===== config.mk =====
export PLATFORM = sky130hd
export DESIGN_NAME = regfile_write_arbiter
export DESIGN_NICKNAME = d
export VERILOG_FILES = /design/src/rtl/cgra_rf_pkg.sv /design/src/rtl/rf_wr_fifo.sv /design/src/rtl/regfile_write_arbiter.sv
export SDC_FILE = /design/constraint.sdc
export NUM_CORES = 1
export LEC_CHECK = 0
export BUFFER_PORTS_ARGS = -buffer_cell sky130_fd_sc_hd__buf_2
export CORE_MARGIN = 4
export CORE_UTILIZATION = 30
export CTS_BUF_LIST = sky130_fd_sc_hd__clkbuf_8
export CTS_CLUSTER_DIAMETER = 80
export DETAILED_ROUTE_END_ITERATION = 16
export SLEW_MARGIN = 15
export SYNTH_ARGS = -nofsm -noshare
export SYNTH_HDL_FRONTEND = slang
export SYNTH_SLANG_ARGS = --single-unit

===== constraint.sdc =====
create_clock -name CGRA_Clock -period 13 [get_ports CGRA_Clock]
set_input_delay 3.25 -clock CGRA_Clock [delete_from_list [all_inputs] [get_ports CGRA_Clock]]
set_output_delay 3.25 -clock CGRA_Clock [all_outputs]
set_load 0.005 [all_outputs]

===== src/rtl/cgra_rf_pkg.sv =====
// rtl/cgra_rf_pkg.sv - shared constants and write-request type for the CGRA register-file write path
package cgra_rf_pkg;

  localparam int LOG2REGS = 3;
  localparam int SIZE     = 32;
  localparam int NPORTS   = 6;

  typedef struct packed {
    logic [LOG2REGS-1:0] addr;
    logic [SIZE-1:0]     data;
  } wr_req_t;

endpackage


===== src/rtl/rf_wr_fifo.sv =====
// rtl/rf_wr_fifo.sv - per-port synchronous FIFO of register-file write requests
module rf_wr_fifo import cgra_rf_pkg::*; #(
  parameter int DEPTH = 2
) (
  input  logic    clk,
  input  logic    rst_n,
  input  logic    push,
  input  logic    pop,
  input  wr_req_t push_req,
  output wr_req_t head,
  output logic    full,
  output logic    empty
);

  localparam int AW = $clog2(DEPTH);

  wr_req_t       mem_q [DEPTH];
  wr_req_t       mem_d [DEPTH];
  logic [AW-1:0] wr_ptr_q, wr_ptr_d;
  logic [AW-1:0] rd_ptr_q, rd_ptr_d;
  logic [AW:0]   count_q, count_d;
  logic          do_push, do_pop;

  assign full  = (count_q == (AW+1)'(DEPTH));
  assign empty = (count_q == '0);
  assign head  = mem_q[rd_ptr_q];

  always_comb begin
    mem_d    = mem_q;
    wr_ptr_d = wr_ptr_q;
    rd_ptr_d = rd_ptr_q;
    count_d  = count_q;
    do_push  = push && !full;
    do_pop   = pop && !empty;
    if (do_push) begin
      mem_d[wr_ptr_q] = push_req;
      wr_ptr_d        = wr_ptr_q + 1'b1;
    end
    if (do_pop) begin
      rd_ptr_d = rd_ptr_q + 1'b1;
    end
    case ({do_push, do_pop})
      2'b10:   count_d = count_q + 1'b1;
      2'b01:   count_d = count_q - 1'b1;
      default: count_d = count_q;
    endcase
  end

  always_ff @(posedge clk or negedge rst_n) begin
    if (!rst_n) begin
      for (int i = 0; i < DEPTH; i++) begin
        mem_q[i] <= '0;
      end
      wr_ptr_q <= '0;
      rd_ptr_q <= '0;
      count_q  <= '0;
    end else begin
      mem_q    <= mem_d;
      wr_ptr_q <= wr_ptr_d;
      rd_ptr_q <= rd_ptr_d;
      count_q  <= count_d;
    end
  end

endmodule


===== src/rtl/regfile_write_arbiter.sv =====
// rtl/regfile_write_arbiter.sv - buffers six write producers and issues address-conflict-free
// register-file write lanes under round-robin priority
module regfile_write_arbiter #(
  parameter int NPORTS   = cgra_rf_pkg::NPORTS,
  parameter int log2regs = cgra_rf_pkg::LOG2REGS,
  parameter int size     = cgra_rf_pkg::SIZE,
  parameter int DEPTH    = 2
) (
  input  logic                       CGRA_Clock,
  input  logic                       CGRA_Reset,
  input  logic [NPORTS-1:0]          req_valid,
  output logic [NPORTS-1:0]          req_ready,
  input  logic [NPORTS*log2regs-1:0] req_addr,
  input  logic [NPORTS*size-1:0]     req_data,
  output logic [NPORTS-1:0]          WE,
  output logic [NPORTS*log2regs-1:0] address_in,
  output logic [NPORTS*size-1:0]     data_in,
  output logic                       busy,
  output logic [15:0]                conflict_cnt
);
  import cgra_rf_pkg::*;

  localparam int PW    = $clog2(NPORTS);
  localparam int NREGS = 2 ** log2regs;

  wr_req_t                    push_req [NPORTS];
  wr_req_t                    head     [NPORTS];
  logic [NPORTS-1:0]          full, empty, push, win;
  logic                       loser;
  logic [NREGS-1:0]           taken;
  logic [PW:0]                p_wide;
  logic [PW-1:0]              idx;
  logic [PW-1:0]              rr_ptr_q, rr_ptr_d;
  logic                       ready_en_q, ready_en_d;
  logic [NPORTS-1:0]          we_q, we_d;
  logic [NPORTS*log2regs-1:0] addr_q, addr_d;
  logic [NPORTS*size-1:0]     data_q, data_d;
  logic [15:0]                cnt_q, cnt_d;

  // ready_en_q keeps every port closed during reset and for the edge that releases it
  assign req_ready    = ready_en_q ? ~full : '0;
  assign push         = req_valid & req_ready;
  assign WE           = we_q;
  assign address_in   = addr_q;
  assign data_in      = data_q;
  assign conflict_cnt = cnt_q;
  assign busy         = (~&empty) | (|we_q);

  for (genvar i = 0; i < NPORTS; i++) begin : g_port
    assign push_req[i] = {req_addr[i*log2regs +: log2regs], req_data[i*size +: size]};

    rf_wr_fifo #(.DEPTH(DEPTH)) u_fifo (
      .clk      (CGRA_Clock),
      .rst_n    (CGRA_Reset),
      .push     (push[i]),
      .pop      (win[i]),
      .push_req (push_req[i]),
      .head     (head[i]),
      .full     (full[i]),
      .empty    (empty[i])
    );
  end

  // One pass from rr_ptr; the first head to claim an address owns it this cycle
  always_comb begin
    win    = '0;
    taken  = '0;
    loser  = 1'b0;
    p_wide = '0;
    idx    = '0;
    for (int k = 0; k < NPORTS; k++) begin
      p_wide = {1'b0, rr_ptr_q} + (PW+1)'(k);
      if (p_wide >= (PW+1)'(NPORTS)) begin
        p_wide = p_wide - (PW+1)'(NPORTS);
      end
      idx = p_wide[PW-1:0];
      if (!empty[idx]) begin
        if (taken[head[idx].addr]) begin
          loser = 1'b1;
        end else begin
          win[idx]               = 1'b1;
          taken[head[idx].addr] = 1'b1;
        end
      end
    end
  end

  always_comb begin
    ready_en_d = 1'b1;
    we_d       = win;
    addr_d     = addr_q;
    data_d     = data_q;
    rr_ptr_d   = rr_ptr_q;
    cnt_d      = cnt_q;
    for (int i = 0; i < NPORTS; i++) begin
      if (win[i]) begin
        addr_d[i*log2regs +: log2regs] = head[i].addr;
        data_d[i*size +: size]         = head[i].data;
      end
    end
    if (loser) begin
      rr_ptr_d = (rr_ptr_q == PW'(NPORTS-1)) ? '0 : rr_ptr_q + 1'b1;
      if (cnt_q != 16'hFFFF) begin
        cnt_d = cnt_q + 16'd1;
      end
    end
  end

  always_ff @(posedge CGRA_Clock or negedge CGRA_Reset) begin
    if (!CGRA_Reset) begin
      ready_en_q <= 1'b0;
      we_q       <= '0;
      addr_q     <= '0;
      data_q     <= '0;
      rr_ptr_q   <= '0;
      cnt_q      <= '0;
    end else begin
      ready_en_q <= ready_en_d;
      we_q       <= we_d;
      addr_q     <= addr_d;
      data_q     <= data_d;
      rr_ptr_q   <= rr_ptr_d;
      cnt_q      <= cnt_d;
    end
  end

endmodule


==> impl_metrics.py <==
metrics = {
    "die": {
        "core_um2": 100000,
        "die_area_um2": 106000,
        "die_x_um": 326,
        "start_util_pct": 30.3,
        "io_pins": 457,
        "die_h_um": 326,
        "num_rows": 116,
    },
    "placement": {
        "dp_hpwl_um": 55800,
        "dp.cells": 4174,
        "placed_area_um2": 34100,
        "gp_congestion": 0.890,
        "io_buffers": 456,
    },
    "layout": {
        "area.growth.synth_to_final_pct": 20.7,
        "fin_cells": 4400,
        "fin_area_um2": 36700,
        "fin_nets": 3172,
        "multiInputGateArea_um2": 12800,
        "drive_gt1_share_pct": 38.3,
        "fill_cells": 9936,
        "regArea_um2": 17000,
    },
    "drt": {
        "wl_per_cell_um": 18.6,
        "routed.top_layer": "met5",
        "wl_met1_um": 34800,
        "dr.pass1.iters": 7,
        "vias": 20800,
        "drc": 0,
        "via_per_inst": 4.73,
        "met3WireLength_um": 7030,
        "drt_iter0_drc": 1158,
        "ant_nets": 0,
        "met2_length_um": 37400,
        "wl_um": 81900,
    },
    "clocking": {
        "cts_resized": 0,
        "cts_max_path_buffers": 3,
        "cts_tree": "built",
        "clock-sinks": 680,
        "htree_levels": 3,
        "cts_buffers": 119,
        "cts-root-buf": "clkbuf_8",
        "clk_latency_ns": 0.79,
        "cts_hold_buf": 0,
        "post-cts-setup-buffer-count": 0,
        "clk_pin_slew_worst_paths_ns": 0.07,
    },
    "global_route": {
        "grt_pass1_vias": 21200,
        "antenna_found_initial": 28,
        "gr-total-overflow": 0,
        "grt_pass1_wl_um": 127000,
        "grt_start_max_net_pins": 160,
        "grt_use_total_pct": 15.1,
    },
    "setup_path": {
        "worstSetupStartpointType": "flop",
        "required_ns": 13.70,
        "cp-end-kind": "flop",
        "critPathKind": "flop to flop",
        "path_max_fanout": 72,
        "rrSetupSlack_ns": 4.93,
        "arrival_ns": 8.78,
    },
    "yosys": {
        "synth_cells": 2463,
        "synth-simple-area-share_pct": 6.86,
        "synth_edf_count": 0,
        "ys_warn_count": 0,
        "synth-compound-area-share_pct": 8.30,
        "seq_area_frac_synth_pct": 56.0,
        "synth_fp_nets": 2697,
        "async_reset_ff_share_pct": 100,
        "synthAdderAreaFrac_pct": 0.659,
        "ys_ff_latch": 680,
        "synth_cell_types": 86,
        "avgSynthCellArea_um2": 12.3,
        "synthMuxAreaShare_pct": 24.6,
        "synth-xor-area-share_pct": 1.38,
        "synth_top_family_by_area": "multiplexers",
        "synth_area_um2": 30400,
        "yosys_most_used_dff": "dfrtp_1",
    },
    "run": {
        "cap_violations": 0,
    },
    "sta": {
        "setup_viol": 0,
        "report.final.slew_viol_count": 0,
        "slew_headroom_pct": 27.3,
        "fmax_mhz": 124,
        "layout_min_cycle_time_ns": 8.08,
        "hold_viol": 0,
        "fin_crit_sh_pct": 62.1,
        "whs_ns": 0.472,
        "tightestPinTransition_ns": 1.09,
        "skew_ns": 0.0592,
        "finalSetupTns_ns": 0,
        "rsz0062_at_grt": "no",
    },
    "run_status": {
        "status": "completed",
    },
    "worst_hold_path": {
        "hp-class": "flop to flop",
    },
}
## path summary, 6_finish.rpt
check,start,end,cells after the start
min reg2reg,address_in[15],address_in[15],2
max in group asynchronous,CGRA_Reset,g_port[4].u_fifo.mem_q[54],3
max,rr_ptr_q[0],g_port[1].u_fifo.count_q[1],21
min in group asynchronous,CGRA_Reset,g_port[1].u_fifo.mem_q[39],1
max reg2reg,rr_ptr_q[0],g_port[1].u_fifo.count_q[1],21
min,address_in[15],address_in[15],2
## synthesized netlist by cell type (6+ instances only)
master	n	share of area, %
nand2b_1	6	0.12
and2_1	7	0.14
xnor2_1	23	0.66
nor2b_1	6	0.12
buf_2	23	0.38
inv_1	28	0.35
nand3_1	29	0.48
a21o_1	7	0.17
or2_2	9	0.19
o21a_1	6	0.15
or3_1	6	0.12
nand2_1	139	1.7
mux2_2	449	17
nor2_1	202	2.5
o21ai_1	28	0.46
o211ai_1	12	0.30
o22ai_1	8	0.16
o21ai_0	73	1.2
a21oi_1	168	2.8
nor4_1	7	0.14
nor3_1	40	0.66
ha_1	16	0.66
mux2i_1	216	7.1
buf_4	7	0.17
clkbuf_1	87	1.1
xor2_1	23	0.66
mux4_2	7	0.52
dfrtp_1	680	56
a31oi_1	12	0.25
buf_1	13	0.16
a211oi_1	8	0.20
a21boi_0	9	0.22
a22oi_1	8	0.20
## logic make-up (layout without fill, tap and decap cells)
group,Yosys count,after routing
AOI/OAI and AO/OA,402,402
xor gates and xnor gates,47,47
adders and majority gates,16,16
buffers and inverters,161,729
DFF,680,680
muxes,679,679
other,1,13
and+or+nand+nor,477,477
## layout make-up
cell class | instances | area share, %
Sequential cell | 680 | 46.4
Multi-Input combinational cell | 1622 | 34.8
Timing Repair Buffer | 486 | 6.97
Clock buffer | 148 | 5.55
Tap cell | 1357 | 4.63
Clock inverter | 66 | 1.26
Inverter | 29 | 0.297
Antenna cell | 12 | 0.0819
## critical path: stages (launching register included)
cell	delay [ns]
dfrtp_2	0.34
buf_4	0.47
inv_1	0.63
ha_1	1.07
nor2_1	0.21
mux2i_1	0.33
a21boi_1	0.19
or3_1	0.44
nor3_1	0.26
or2_1	0.23
a311oi_4	0.13
a21boi_0	0.47
a31oi_1	0.21
nor3_1	0.57
a21o_1	0.19
o211a_1	0.57
o41a_2	0.25
buf_4	0.57
nor2_1	0.16
ha_1	0.37
nor2_1	0.14
xor2_1	0.16
## layer usage
metal | GRT usage, % | vias to the layer above
met5 | 0 | -
met4 | 5.00 | 18
met3 | 5.59 | 176
met2 | 23.9 | 591
met1 | 19.2 | 10200
li1 | - | 9799
## metrics by stage
| stage | util, % | setup slack (ns) |
|---|---|---|
| 3_5_place_dp | 34.0 | 5.09 |
| 2_1_floorplan | - | 7.10 |
| 5_1_grt | 36.5 | 4.32 |
| 4_1_cts | 36.5 | 5.04 |
| 6_report | 36.6 | 4.93 |
| 3_3_place_gp | 34.0 | 5.17 |
## sequential cells by signal, indices dropped and copies added, names as in the netlist
name,flops
g_port.u_fifo.rd_ptr_q,6
g_port.u_fifo.mem_q,420
g_port.u_fifo.count_q,12
conflict_cnt,16
address_in,18
WE,6
g_port.u_fifo.wr_ptr_q,6
rr_ptr_q,3
ready_en_q,1
data_in,192
## layout by cell type (no fill, tap or decap), drive strengths merged, types with 6 or more instances in the layout
master / instances
dfrtp: 680
buf: 486
mux2: 453
mux2i: 219
nor2: 203
a21oi: 169
clkbuf: 148
nand2: 139
o21ai: 101
inv: 73
nor3: 40
nand3: 29
xor2: 24
xnor2: 23
ha: 16
clkinv: 15
diode: 12
o211ai: 12
a31oi: 12
or2: 12
a21boi: 11
o22ai: 8
a211oi: 8
a22oi: 8
nor4: 8
and2: 7
mux4: 7
a21o: 7
o32ai: 7
nand2b: 6
o21a: 6
nor2b: 6
or3: 6
o2bb2ai: 6
Power is left out: the tool's default activity adds up to more than one toggle a clock period on the data nets, which glitch-free logic cannot reach.
